[config.mk]
export PLATFORM = sky130hd
export DESIGN_NAME = sp_ram_arbiter
export DESIGN_NICKNAME = d
export VERILOG_FILES = /design/src/rtl/sp_ram_arbiter.sv
export SDC_FILE = /design/constraint.sdc
export NUM_CORES = 1
export LEC_CHECK = 0
export CORE_AREA = 3 3 101 103
export DETAILED_ROUTE_END_ITERATION = 10
export DIE_AREA = 0 0 104 106
export PLACE_DENSITY_LB_ADDON = 0.05
export RECOVER_POWER = 50
export SLEW_MARGIN = 20
export SYNTH_ARGS = -nofsm -noshare
export SYNTH_HDL_FRONTEND = slang
export SYNTH_SLANG_ARGS = --single-unit
[constraint.sdc]
create_clock -name clk -period 4.3 [get_ports clk]
set_clock_uncertainty 0.1 [all_clocks]
set_input_delay 0.86 -clock clk [delete_from_list [all_inputs] [get_ports clk]]
set_output_delay 0.86 -clock clk [all_outputs]
set_load 0.03 [all_outputs]
[src/rtl/sp_ram_arbiter.sv]
// sp_ram_arbiter
//   Shares one Gowin single-port BSRAM between NUM_CLIENTS engines.
//   MODE 0: legacy select-driven mux (owner = registered select).
//   MODE 1: round-robin request/grant with ownership lock and a read drain
//           on every ownership change.
//   Every read is tagged with its issuing owner so the read-valid strobe is
//   routed back to that client even if ownership moves on meanwhile.
//
// Ports
//   clk, rst            clock, asynchronous active-high reset
//   select              owner choice (MODE 0 only)
//   req                 per-client level request (MODE 1 only)
//   gnt                 one-hot registered grant
//   c_ce/c_oce/c_wre    per-client BSRAM controls
//   c_ad, c_din         flattened per-client address / write data
//   c_rvalid            per-client one-cycle read-data-valid strobe
//   c_dout              broadcast of ram_dout
//   ram_*               BSRAM port
//   busy                owner holds the port or a drain is in progress
module sp_ram_arbiter #(
    parameter int unsigned NUM_CLIENTS  = 3,
    parameter int unsigned SEL_WIDTH    = 2,
    parameter int unsigned ADDR_WIDTH   = 11,
    parameter int unsigned DATA_WIDTH   = 32,
    parameter int unsigned READ_LATENCY = 2,
    parameter int unsigned MODE         = 1
) (
    input  logic                             clk,
    input  logic                             rst,
    input  logic [SEL_WIDTH-1:0]             select,
    input  logic [NUM_CLIENTS-1:0]           req,
    output logic [NUM_CLIENTS-1:0]           gnt,
    input  logic [NUM_CLIENTS-1:0]           c_ce,
    input  logic [NUM_CLIENTS-1:0]           c_oce,
    input  logic [NUM_CLIENTS-1:0]           c_wre,
    input  logic [NUM_CLIENTS*ADDR_WIDTH-1:0] c_ad,
    input  logic [NUM_CLIENTS*DATA_WIDTH-1:0] c_din,
    output logic [NUM_CLIENTS-1:0]           c_rvalid,
    output logic [DATA_WIDTH-1:0]            c_dout,
    output logic                             ram_ce,
    output logic                             ram_oce,
    output logic                             ram_wre,
    output logic [ADDR_WIDTH-1:0]            ram_ad,
    output logic [DATA_WIDTH-1:0]            ram_din,
    input  logic [DATA_WIDTH-1:0]            ram_dout,
    output logic                             busy
);

    typedef enum logic [1:0] {
        S_IDLE,
        S_GRANT,
        S_DRAIN
    } state_t;

    localparam logic [SEL_WIDTH-1:0] LAST_CLIENT = SEL_WIDTH'(NUM_CLIENTS - 1);

    state_t                 r_state, w_state_nxt;
    logic [SEL_WIDTH-1:0]   r_owner, w_owner_nxt;
    logic [SEL_WIDTH-1:0]   r_rr, w_rr_nxt;
    logic [NUM_CLIENTS-1:0] r_gnt, w_gnt_nxt;
    logic [2:0]             r_drain_cnt, w_drain_cnt_nxt;

    logic [SEL_WIDTH-1:0]   w_sel_clamped;
    logic [SEL_WIDTH-1:0]   w_rr_pick;
    logic                   w_rr_found;
    logic [SEL_WIDTH:0]     w_idx;
    logic                   w_active;
    logic                   w_push;

    logic [READ_LATENCY-1:0] r_tag_v;
    logic [SEL_WIDTH-1:0]    r_tag_o [READ_LATENCY];

    function automatic logic [NUM_CLIENTS-1:0] onehot(input logic [SEL_WIDTH-1:0] idx);
        logic [NUM_CLIENTS-1:0] v;
        v      = '0;
        v[idx] = 1'b1;
        return v;
    endfunction

    // Out-of-range select falls back to the last client.
    always_comb begin
        w_sel_clamped = select;
        if (32'(select) >= 32'(NUM_CLIENTS)) begin
            w_sel_clamped = LAST_CLIENT;
        end
    end

    // First requester at or above the rr pointer, wrapping.
    always_comb begin
        w_rr_found = 1'b0;
        w_rr_pick  = '0;
        w_idx      = '0;
        for (int unsigned i = 0; i < NUM_CLIENTS; i++) begin
            w_idx = (SEL_WIDTH+1)'(r_rr) + (SEL_WIDTH+1)'(i);
            if (32'(w_idx) >= 32'(NUM_CLIENTS)) begin
                w_idx = w_idx - (SEL_WIDTH+1)'(NUM_CLIENTS);
            end
            if (!w_rr_found && req[w_idx[SEL_WIDTH-1:0]]) begin
                w_rr_found = 1'b1;
                w_rr_pick  = w_idx[SEL_WIDTH-1:0];
            end
        end
    end

    always_comb begin
        w_state_nxt     = r_state;
        w_owner_nxt     = r_owner;
        w_rr_nxt        = r_rr;
        w_gnt_nxt       = r_gnt;
        w_drain_cnt_nxt = r_drain_cnt;
        if (MODE == 0) begin
            w_state_nxt = S_IDLE;
            w_owner_nxt = w_sel_clamped;
            w_gnt_nxt   = onehot(w_sel_clamped);
        end else begin
            unique case (r_state)
                S_IDLE: begin
                    if (w_rr_found) begin
                        w_owner_nxt = w_rr_pick;
                        w_gnt_nxt   = onehot(w_rr_pick);
                        w_state_nxt = S_GRANT;
                    end
                end
                S_GRANT: begin
                    if (!req[r_owner]) begin
                        w_gnt_nxt       = '0;
                        w_rr_nxt        = (r_owner == LAST_CLIENT) ? '0 : r_owner + SEL_WIDTH'(1);
                        w_drain_cnt_nxt = 3'(READ_LATENCY);
                        w_state_nxt     = S_DRAIN;
                    end
                end
                S_DRAIN: begin
                    w_drain_cnt_nxt = r_drain_cnt - 3'd1;
                    if (r_drain_cnt == 3'd1) begin
                        w_state_nxt = S_IDLE;
                    end
                end
                default: w_state_nxt = S_IDLE;
            endcase
        end
    end

    always_ff @(posedge clk or posedge rst) begin
        if (rst) begin
            r_state     <= S_IDLE;
            r_owner     <= '0;
            r_rr        <= '0;
            r_gnt       <= '0;
            r_drain_cnt <= '0;
        end else begin
            r_state     <= w_state_nxt;
            r_owner     <= w_owner_nxt;
            r_rr        <= w_rr_nxt;
            r_gnt       <= w_gnt_nxt;
            r_drain_cnt <= w_drain_cnt_nxt;
        end
    end

    // RAM-side mux. Gated by rst so the port is quiet while reset is held.
    // oce stays high through DRAIN so reads already issued reach dout.
    always_comb begin
        w_active = !rst && ((MODE == 0) || (r_state == S_GRANT));
        ram_ce   = 1'b0;
        ram_wre  = 1'b0;
        ram_oce  = 1'b0;
        ram_ad   = '0;
        ram_din  = '0;
        if (w_active) begin
            ram_ce  = c_ce[r_owner];
            ram_wre = c_wre[r_owner];
            ram_oce = c_oce[r_owner];
            ram_ad  = c_ad[r_owner*ADDR_WIDTH +: ADDR_WIDTH];
            ram_din = c_din[r_owner*DATA_WIDTH +: DATA_WIDTH];
        end else if (!rst && (MODE != 0) && (r_state == S_DRAIN)) begin
            ram_oce = 1'b1;
        end
    end

    assign w_push = ram_ce & ~ram_wre;

    // Read-tag shift register: one stage per cycle of RAM latency.
    always_ff @(posedge clk or posedge rst) begin
        if (rst) begin
            r_tag_v <= '0;
            for (int unsigned i = 0; i < READ_LATENCY; i++) begin
                r_tag_o[i] <= '0;
            end
        end else begin
            r_tag_v[0] <= w_push;
            r_tag_o[0] <= r_owner;
            for (int unsigned i = 1; i < READ_LATENCY; i++) begin
                r_tag_v[i] <= r_tag_v[i-1];
                r_tag_o[i] <= r_tag_o[i-1];
            end
        end
    end

    assign c_rvalid = r_tag_v[READ_LATENCY-1] ? onehot(r_tag_o[READ_LATENCY-1]) : '0;
    assign gnt      = r_gnt;
    assign c_dout   = ram_dout;
    assign busy     = (MODE != 0) && (r_state != S_IDLE);

endmodule

Word level (Yosys, flattened, before mapping)
Cells that the tools add are included.
- add/sub/neg operators: 7
- muxes and demuxes: 44
- bitwise gates (word level): 3
- equality and inequality tests: 7
- shifts and indexed selects: 2
- multipliers: 1
- order comparisons: 11
- reductions and logical operators: 18
- operators by type and width (operator ; count):
    $shiftx A96 B8 Y32 ; 1
    $shiftx A33 B7 Y11 ; 1
    $mux W32 ; 1
    $mux W2 ; 10
    $lt A2 B3 Y1 const B ; 6
    $mux W1 ; 16
    $bmux W1 S2 ; 7
    $mux W3 ; 4
    $pmux W3 S2 ; 2
    $mux W11 ; 1
    $ge A3 B2 Y1 const B ; 2
    $logic_and A1 B1 Y1 ; 6
    $mul A2 B4 Y6 const B ; 1
    $ne A2 B2 Y1 const B ; 3
    $pmux W2 S3 ; 1
    $reduce_and A2 Y1 ; 3
    $reduce_and A3 Y1 ; 2
    $reduce_bool A2 Y1 ; 3
    $sub A2 B2 Y2 const B ; 3
    $demux W1 S2 ; 2
    $eq A2 B2 Y1 const B ; 2
    $ge A2 B1 Y1 const B ; 2
    $add A2 B1 Y3 const B ; 1
    $add A2 B2 Y3 const B ; 1
    9 further kinds ; 12
- logic and storage cells: 101
- bits of input ports: 177
- register bits: 18

Logic depth before layout (Yosys ltp)
- word-level depth: 17
- mapped depth: 8
- depth with buffers taken out: 7

Worst setup path after synthesis
OpenSTA, ideal clock, no wires.
- path kind: input to output
- from: in rst
- to: out ram_ad[0]
- cell stages on the path: 4
- slack: 1.360 ns
- arrival: 1.980 ns
- buffers on the path: 2
- data required time: 3.340 ns
- cells stage by stage: or3_1 -> clkbuf_1 -> clkbuf_1 -> nor2_1
- word-level cells in the longest chain between the ends: 3
- ends and longest elaborated chain (element ; line ; RTL):
    from (decl) ; 29 ; input logic rst,
    $logic_not A1 Y1 (no line) ; n/a ;
    $logic_and A1 B1 Y1 ; 162 ; w_active = !rst && ((MODE == 0) || (r_state == S_GRANT));
    $mux W11 ; 168 ; if (w_active) begin
    to (decl) ; 43 ; output logic [ADDR_WIDTH-1:0] ram_ad,
No other way between the ends.

Final worst setup path
- from: in rst
- to: out ram_din[22]
- word-level cells in the longest chain between the ends: 3
- ends and longest elaborated chain (element ; line ; RTL):
    $logic_not A1 Y1 (no line) ; n/a ;
    $logic_and A1 B1 Y1 ; 162 ;
    $mux W32 ; 168 ;
    to (decl) ; 44 ; output logic [DATA_WIDTH-1:0] ram_din,
No other way between the ends.

==> results.yml <==
outcome:
  status: "finished, final reports clean"
worst_hold_path:
  holdCritStartpoint: "r_tag_v[0]$_DFF_PP0_"
  min_to: "r_tag_v[1]$_DFF_PP0_"
  hold_path_depth: 0
  hp-class: "reg2reg"
setup_path:
  cpMaxStageDelayCell: "clkdlybuf4s50_1"
  r2r_start: "r_owner[1]$_DFFE_PP0P_"
  r2r_slack_ns: 1.33
  worst_ep_required_time_ns: 3.34
  cpLargestDelayFamily: "buffers and inverters"
  arrival_ns: 2.94
  crit_chain: "dlygate4sd3_1, or3_1, buf_4, nor2_1, clkdlybuf4s50_1"
  start_kind: "input port"
  path_buf_inv: 3
  critical-path-max-stage-delay_ns: 0.73
  worstSetupEndpointType: "output pin"
  crit_type: "in2out"
  crit_fanout: 45
  reg2regPathDepth: 6
  timing.rr.end: "gnt[1]$_DFFE_PP0P_"
sta:
  period_share_pct: 90.7
  period_needed_ns: 3.90
  holdWs_ns: 0.253
  finalSetupTns_ns: 0
  setup_violations: 0
  max_freq_mhz: 257
  final_hold_viol_count: 0
  slew_violations: 0
  tightest_slew_ns: 0.832
  slew_headroom_pct: 44.6
  rsz0062_at_grt: "no"
pwr:
  clkPwrFrac_pct: 6.1
  p_switching_mw: 1.01
  ir_worst_vdd_mv: 0.226
  combPwrFrac_pct: 75.6
  pwr-share-seq_pct: 18.2
  p_leak_nw: 1.68
  intPower_mw: 0.992
  p_per_area_nw_per_um2: 471
  swShare_pct: 50.5
global_route:
  grt_max_degree: 48
  grt_pass1_wl_um: 15100
  overflow: 0
  use_met3_pct: 7.47
  busiest_layer: "met2"
  grt_pass1_vias: 2760
  antenna_found_initial: 1
  grt_util_met2_pct: 30.6
  track_usage_pct: 17.0
  met1_usage_pct: 19.0
clock_network:
  post_cts_buffers: 0
  clock_sinks: 18
  cts_buffer_depth: 2
  root_buffer: "clkbuf_8"
  clk_pin_slew_worst_paths_ns: 0.06
  clk-insertion-delay-late_ns: 0.25
  cts_hold_buf: 0
  numCtsBuffers: 3
  cts_resized: 0
  cts_tree: "yes"
  htreeDepth: 1
die:
  start_util_pct: 25.9
  die_y_um: 106
  die_w_um: 104
  coreArea_um2: 9280
  rows: 35
  ios: 262
  die-area_um2: 11000
route:
  drcViolationCount: 0
  viasPerCell: 4.62
  drtAntennaViolNets: 0
  wl_per_cell_um: 16.3
  first_pass_iters: 4
  wl_um: 10000
  drtIter0Drc: 106
  dr_total_vias: 2847
final_layout:
  layout_commonest_cell: "clkdlybuf4s50_1"
  num-fill-cells: 957
  drive_above_1_share_pct: 4.52
  design_area_um2: 4250
  layout_common_cells: "clkdlybuf4s50_1, nor2_1, a21oi_1, mux2i_1, dfrtp_1"
  regArea_um2: 453
  antenna_cells: 0
  multiInputGateArea_um2: 1580
  fin_nets: 671
  area_growth_pct: 76.8
yosys:
  yosys_warnings: 0
  avgSynthCellArea_um2: 7.07
  synthCells: 340
  yosys.area.top_type: "mux2i_1"
  synthTopCellsByArea: "mux2i_1, dfrtp_1, nor2_1"
  synth_seq_cells: 18
  yosysSeqAreaShare_pct: 18.8
  yosys.cell_types.count: 39
  syn_nets: 523
  syn_area_um2: 2400
  synth_top_cell_area_share_pct: 20.8
placement:
  post_dp_cell_area_um2: 4200
  gp_congestion: 0.793
  port-buffer-count: 195
  dp_hpwl_um: 7950
run:
  max_cap_violations: 0
==> worst register-to-register path, delay by kind of cell, from the launching register on <==
| family | cells | cell delay (ns) |
|---|---|---|
| flip-flops | 1 | 0.91 |
| AND/OR/NAND/NOR | 2 | 0.53 |
| multiplexers | 2 | 0.58 |
| AO/OA/AOI/OAI | 1 | 0.42 |
| buffers and inverters | 1 | 0.31 |
==> state kept, by name (all words and copies together), names as in the netlist <==
signal       cells
r_state          2
r_owner          2
gnt              3
r_tag_v          2
r_drain_cnt      3
r_tag_o          4
r_rr             2
==> metrics by stage <==
step           power (mW)  instances  utilization (%)  setup WS (ns)
2_1_floorplan        1.42        340                -           1.36
4_1_cts              2.03        616             45.7          0.531
3_5_place_dp         1.90        612             45.3          0.546
3_3_place_gp         1.89        612             45.3          0.527
6_report             2.00        616             45.7          0.402
5_1_grt              2.18        616             45.7          0.292
==> logic make-up (layout without fill, tap and decap cells) <==
group	Yosys count	after routing	synth area share, %
mux	54	54	22.9
compound gates	70	70	16.4
flops	18	18	18.7
fa+ha+maj	6	6	3.12
buf+inv	64	211	15.9
xor+xnor	2	2	0.729
simple gates	126	126	22.3
==> worst max path at each step <==
| stage | depth (start not counted) | from | slack [ns] | to |
|---|---|---|---|---|
| floorplan | 4 | rst | 1.36 | ram_ad[0] |
| global placement | 5 | rst | 0.53 | ram_ce |
| detailed placement | 5 | rst | 0.55 | ram_ce |
| CTS | 5 | rst | 0.53 | ram_ce |
| global route | 5 | rst | 0.29 | ram_ce |
| finish | 5 | rst | 0.40 | ram_din[22] |
==> per-layer routing <==
metal  share of wire (%)  up-vias
li1                    -     1412
met1                  39     1306
met2                  50      120
met3                  10        7
met4                0.55        2
met5                0.13        -
==> layout make-up <==
type	instances	share of cell area, %
Sequential cell	18	10.7
Clock buffer	4	1.06
Timing Repair Buffer	199	46.6
Multi-Input combinational cell	258	37.2
Inverter	8	0.707
Tap cell	129	3.80
==> cells in the mapped netlist, drive strengths merged <==
| cell | number |
|---|---|
| or3 | 2 |
| nor2 | 95 |
| nand2b | 3 |
| mux2 | 4 |
| o21ai | 6 |
| nor3 | 1 |
| a2111o | 1 |
| and2 | 3 |
| a21boi | 1 |
| or2 | 3 |
| nand3 | 1 |
| nor3b | 1 |
| o41ai | 1 |
| ha | 6 |
| and3b | 2 |
| a221o | 1 |
| mux2i | 50 |
| o221ai | 1 |
| nand2 | 9 |
| a2111oi | 1 |
| a22oi | 1 |
| inv | 8 |
| o31ai | 2 |
| nor2b | 3 |
| o211ai | 1 |
| a31oi | 1 |
| a21oi | 52 |
| o41a | 1 |
| nand3b | 3 |
| clkbuf | 10 |
| xnor2 | 2 |
| buf | 46 |
| dfrtp | 18 |
==> power by group through the flow <==
| stage | registers [mW] | clock network, mW | logic, mW |
|---|---|---|---|
| 2_1_floorplan | 0.299 | 0 | 1.12 |
| 3_3_place_gp | 0.370 | 0 | 1.52 |
| 3_5_place_dp | 0.373 | 0 | 1.53 |
| 4_1_cts | 0.370 | 0.128 | 1.54 |
| 5_1_grt | 0.386 | 0.135 | 1.66 |
| 6_report | 0.365 | 0.123 | 1.51 |
(Power assumes the default switching activity.)
